`src/rtl/pipe_ctrl.sv`:
```
`default_nettype none
// ============================================================================
// Module   : pipe_ctrl
// Purpose  : Stall/flush/redirect controller for a 5-stage in-order pipeline.
//            Resolves data-memory stalls, traps, branch redirects, load-use
//            hazards and instruction-fetch stalls in fixed priority order,
//            and counts cycles in which the PC is held.
// Revision : 1.0 - initial release
// ============================================================================
module pipe_ctrl (
  input  logic        clk_i,
  input  logic        rst_ni,
  input  logic        imem_busy_i,
  input  logic        dmem_busy_i,
  input  logic        ex_is_load_i,
  input  logic [4:0]  ex_rd_i,
  input  logic        id_use_rs1_i,
  input  logic [4:0]  id_rs1_i,
  input  logic        id_use_rs2_i,
  input  logic [4:0]  id_rs2_i,
  input  logic        ex_redirect_i,
  input  logic        trap_req_i,
  output logic        en_pc_o,
  output logic        en_fd_o,
  output logic        en_de_o,
  output logic        en_em_o,
  output logic        en_mw_o,
  output logic        flush_fd_o,
  output logic        flush_de_o,
  output logic        flush_em_o,
  output logic        flush_mw_o,
  output logic [1:0]  pc_sel_o,
  output logic        fetch_kill_o,
  output logic [31:0] stall_cnt_o
);

  // FSM encoding
  localparam logic [1:0] ST_RUN   = 2'd0;
  localparam logic [1:0] ST_DWAIT = 2'd1;
  localparam logic [1:0] ST_KILL  = 2'd2;

  // PC source select encoding
  localparam logic [1:0] PC_SEQ  = 2'd0;
  localparam logic [1:0] PC_BR   = 2'd1;
  localparam logic [1:0] PC_TRAP = 2'd2;

  localparam logic [31:0] CNT_MAX = 32'hFFFF_FFFF;

  logic [1:0]  state_q, state_d;
  // Remembers that a fetch kill was still outstanding when a data-memory
  // stall interrupted KILL, so the stale fetch is still dropped afterwards.
  logic        kill_pend_q, kill_pend_d;
  logic [31:0] stall_cnt_q, stall_cnt_d;

  logic        in_kill;
  logic        load_use;

  // Load-use hazard: EX holds a load whose non-zero destination is read in ID.
  always_comb begin
    load_use = ex_is_load_i && (ex_rd_i != 5'd0) &&
               ((id_use_rs1_i && (id_rs1_i == ex_rd_i)) ||
                (id_use_rs2_i && (id_rs2_i == ex_rd_i)));
  end

  // Priority resolution of pipeline controls and next-state selection.
  always_comb begin
    en_pc_o      = 1'b1;
    en_fd_o      = 1'b1;
    en_de_o      = 1'b1;
    en_em_o      = 1'b1;
    en_mw_o      = 1'b1;
    flush_fd_o   = 1'b0;
    flush_de_o   = 1'b0;
    flush_em_o   = 1'b0;
    flush_mw_o   = 1'b0;
    pc_sel_o     = PC_SEQ;
    state_d      = state_q;
    kill_pend_d  = kill_pend_q;

    // A kill is live in KILL, or in DWAIT when the stall interrupted a KILL.
    in_kill      = (state_q == ST_KILL) || ((state_q == ST_DWAIT) && kill_pend_q);
    fetch_kill_o = in_kill;

    if (dmem_busy_i) begin
      // Freeze everything up to EX/MEM; MEM/WB receives a bubble. Trap and
      // redirect come from frozen registers and are re-seen after the stall.
      en_pc_o     = 1'b0;
      en_fd_o     = 1'b0;
      en_de_o     = 1'b0;
      en_em_o     = 1'b0;
      flush_mw_o  = 1'b1;
      state_d     = ST_DWAIT;
      kill_pend_d = in_kill;
    end else begin
      kill_pend_d = 1'b0;
      state_d     = ST_RUN;

      if (in_kill) begin
        // Hold the PC and keep bubbling IF/ID until the stale fetch returns;
        // the return cycle itself is still flushed.
        en_pc_o    = 1'b0;
        flush_fd_o = 1'b1;
        if (imem_busy_i) begin
          state_d = ST_KILL;
        end
      end

      if (trap_req_i) begin
        en_pc_o    = 1'b1;
        flush_fd_o = 1'b1;
        flush_de_o = 1'b1;
        flush_em_o = 1'b1;
        pc_sel_o   = PC_TRAP;
        if (imem_busy_i) begin
          state_d = ST_KILL;
        end
      end else if (ex_redirect_i) begin
        en_pc_o    = 1'b1;
        flush_fd_o = 1'b1;
        flush_de_o = 1'b1;
        pc_sel_o   = PC_BR;
        if (imem_busy_i) begin
          state_d = ST_KILL;
        end
      end else if (!in_kill && load_use) begin
        // IF/ID holds only bubbles during a kill, so no hazard can exist there.
        en_pc_o    = 1'b0;
        en_fd_o    = 1'b0;
        flush_de_o = 1'b1;
      end else if (!in_kill && imem_busy_i) begin
        en_pc_o    = 1'b0;
        flush_fd_o = 1'b1;
      end
    end

    // While reset is held every pipeline register is cleared.
    if (!rst_ni) begin
      en_pc_o      = 1'b1;
      en_fd_o      = 1'b1;
      en_de_o      = 1'b1;
      en_em_o      = 1'b1;
      en_mw_o      = 1'b1;
      flush_fd_o   = 1'b1;
      flush_de_o   = 1'b1;
      flush_em_o   = 1'b1;
      flush_mw_o   = 1'b1;
      pc_sel_o     = PC_SEQ;
      fetch_kill_o = 1'b0;
    end
  end

  // Saturating count of PC-hold cycles.
  always_comb begin
    stall_cnt_d = stall_cnt_q;
    if (!en_pc_o && (stall_cnt_q != CNT_MAX)) begin
      stall_cnt_d = stall_cnt_q + 32'd1;
    end
  end

  // State, pending-kill and counter registers.
  always_ff @(posedge clk_i or negedge rst_ni) begin
    if (!rst_ni) begin
      state_q     <= ST_RUN;
      kill_pend_q <= 1'b0;
      stall_cnt_q <= 32'd0;
    end else begin
      state_q     <= state_d;
      kill_pend_q <= kill_pend_d;
      stall_cnt_q <= stall_cnt_d;
    end
  end

  assign stall_cnt_o = stall_cnt_q;

endmodule
`default_nettype wire

```
`config.mk`:
```
export PLATFORM = sky130hd
export DESIGN_NAME = pipe_ctrl
export DESIGN_NICKNAME = d
export VERILOG_FILES = /design/src/rtl/pipe_ctrl.sv
export SDC_FILE = /design/constraint.sdc
export NUM_CORES = 1
export LEC_CHECK = 0
export BUFFER_PORTS_ARGS = -buffer_cell sky130_fd_sc_hd__buf_2
export CAP_MARGIN = 0
export CORE_ASPECT_RATIO = 0.7
export CORE_MARGIN = 1.5
export CORE_UTILIZATION = 40
export CTS_CLUSTER_DIAMETER = 150
export DETAILED_ROUTE_END_ITERATION = 6
export PLACE_DENSITY = 0.64
export SYNTH_ARGS = -nofsm -noshare
export SYNTH_HDL_FRONTEND = slang
export SYNTH_SLANG_ARGS = --single-unit
```
`constraint.sdc`:
```
create_clock -name clk_i -period 2.3 [get_ports clk_i]
set_clock_uncertainty 0.05 [all_clocks]
set_input_delay 0.46 -clock clk_i [delete_from_list [all_inputs] [get_ports clk_i]]
set_output_delay 0.46 -clock clk_i [all_outputs]
set_load 0.05 [all_outputs]
```
==> results.json <==
{
  "status": "complete, no violations",
  "port_buffers": 66,
  "clkTransAtPathRegs_ns": 0.07,
  "die_w_um": 86.84,
  "hpwl_um": 3506,
  "cap_viol_max_count": 0,
  "n_antenna_cell": 0,
  "worstSkewPairLatency_ns": 0.29,
  "hold_path_class": "in -> async",
  "synth-seq-cells": 35,
  "ios": 68,
  "post-place-ws_ns": -0.1095,
  "max_freq_mhz": 441.4,
  "drt_first_iter_violations": 79,
  "area.growth.synth_to_final_pct": 37.38,
  "cts.path.max_buffers": 2,
  "synth_nets": 220,
  "dr.pass1.iters": 4,
  "yosysSeqAreaShare_pct": 44.50,
  "antenna_found_initial": 0,
  "critPathLaunchType": "input port",
  "reg2reg_slack_ns": 0.16,
  "synthCells": 195,
  "rsz0062_at_grt": "true",
  "synth_edf_count": 0,
  "total_power_mw": 1.950,
  "nNetsFinal": 310,
  "p_leak_nw": 1.322,
  "synth_cell_types": 42,
  "htreeDepth": 2,
  "drv_slew": 0,
  "synthesis.area_um2": 1968,
  "required_ns": 1.79,
  "grt_pass1_vias": 1528,
  "drt-total-wl_um": 4776,
  "peakVddDrop_mv": 0.5585,
  "die-area_um2": 5357,
  "cts_tree": "done",
  "endpoint_kind": "primary output",
  "gp_congestion": 0.7784,
  "synthFlopType": "dfrtp_1",
  "overflow": 0,
  "cp_max_fo": 2,
  "initial_core_util_pct": 41.38,
  "multi_input_area_um2": 1101,
  "fin_crit_ns": 2.266,
  "power_density_nw_per_um2": 721.3,
  "coreArea_um2": 4756,
  "track_usage_pct": 18.75,
  "layout-drive-gt1-share_pct": 45.10,
  "yosys_warnings": 0,
  "wire_per_inst_um": 13.45,
  "critPathArrivalTime_ns": 1.76,
  "die_h_um": 61.69,
  "ant_nets": 0,
  "final_common_cell": "buf_2",
  "grt_start_max_net_pins": 33,
  "grt_pass1_wl_um": 7403,
  "setup_viol": 0,
  "cts_inserted_buffers": 5,
  "fin_setup_tns_ns": 0,
  "syn_area_per_cell_um2": 10.09,
  "rows": 21,
  "period_share_pct": 98.50,
  "final-seq-area_um2": 885.9,
  "root_buffer": "clkbuf_8",
  "ctsHoldBuffers": 0,
  "final_cell_mix": "61 x buf_2, 29 x xor2_1, 27 x dfrtp_1",
  "worstSetupPathType": "in -> out",
  "vias": 1706,
  "cts_sinks": 35,
  "avgViaCountPerCell": 4.806,
  "drcViolationCount": 0,
  "hold_violations": 0,
  "fin_ws_ns": 0.03445,
  "async_flop_share_pct": 100.0,
  "nFillCells": 439
}
layout make-up:
type                       count  area share, %
clock buffer                   7          2.823
tap                           69          3.193
timing repair buffer          90          19.90
sequential                    35          32.76
inverter                       3         0.4165
multi-input combinational    150          40.72
clock inverter                 1         0.1851
critical path, cell delays in order:
cell and delay, ns:
buf_2 0.11, or4_4 0.52, o21ai_4 0.18, nor3_2 0.08, a21boi_1 0.15, clkbuf_4 0.25
final timing paths:
path	depth (start not counted)	startpoint	end
setup / recovery	6	ex_rd_i[1]	en_fd_o
hold / removal	2	rst_ni	state_q[1]$_DFF_PN0_
setup reg to reg	5	stall_cnt_o[4]$_DFFE_PN0P_	stall_cnt_o[29]$_DFFE_PN0P_
hold reg to reg	1	stall_cnt_o[14]$_DFFE_PN0P_	stall_cnt_o[14]$_DFFE_PN0P_
max in group asynchronous	3	rst_ni	stall_cnt_o[0]$_DFFE_PN0P_
min in group clk_i	1	dmem_busy_i	state_q[0]$_DFF_PN0_
through the flow:
step                      cells  hold slack, ns  util, %  area (um^2)
after floorplan             195          0.1144        -         1987
after global placement      346          0.3628    53.33         2536
after detailed placement    346          0.3697    53.33         2536
after CTS                   354         0.05875    55.54         2641
after global routing        355         0.04570    56.85         2704
final                       355         0.05346    56.85         2704
layer usage:
layer | share of wire, % | track usage, % | vias to the layer above
met5 | 0 | 0 | -
li1 | - | - | 872
met2 | 43 | 26.02 | 31
met3 | 3.0 | 6.032 | 6
met1 | 53 | 27.69 | 797
met4 | 1.2 | 5.530 | 0
cell families (layout without fill, tap and decap cells):
family                   count (synthesis)  count (layout)  synth area share (%)
AND/OR/NAND/NOR                         95              95                 29.56
XOR/XNOR                                40              40                 17.80
flip-flops                              35              35                 44.50
AO/OA/AOI/OAI                           11              11                 3.560
buffers and inverters                   10             101                 2.606
multiplexers                             2               2                 1.144
adder cells (fa/ha/maj)                  1               1                0.6356
other                                    1               1                0.1905
timing repair:
action / CTS / global route
pin swaps: 0 / 6
setup buffers: 0 / 1
hold endpoints to repair: 0 / 0
resized for setup: 7 / 12
setup endpoints to repair: 4 / 11
gates cloned: 0 / 0
cell usage after synthesis (4+ instances only):
master,n,share of area [%]
nand4_1,6,1.9
nor2_1,10,1.9
nor4b_1,4,1.8
nand2_1,16,3.1
nor4_1,10,3.2
nand3_1,12,3.1
xor2_1,29,13
buf_2,5,1.3
dfrtp_1,35,45
nor3_1,8,2.0
xnor2_1,11,4.9
state kept, by name, summed over array words and instances, names as in the netlist:
register and cells:
stall_cnt_o 32, state_q 2, kill_pend_q 1
report_power, final:
part           switching [mW]  total (mW)  internal (mW)
Clock                   0.224       0.437          0.213
Combinational           0.491       0.694          0.203
Sequential              0.113       0.820          0.707
Total                   0.828        1.95           1.12
Note: power is estimated with default switching activity, not from simulation.
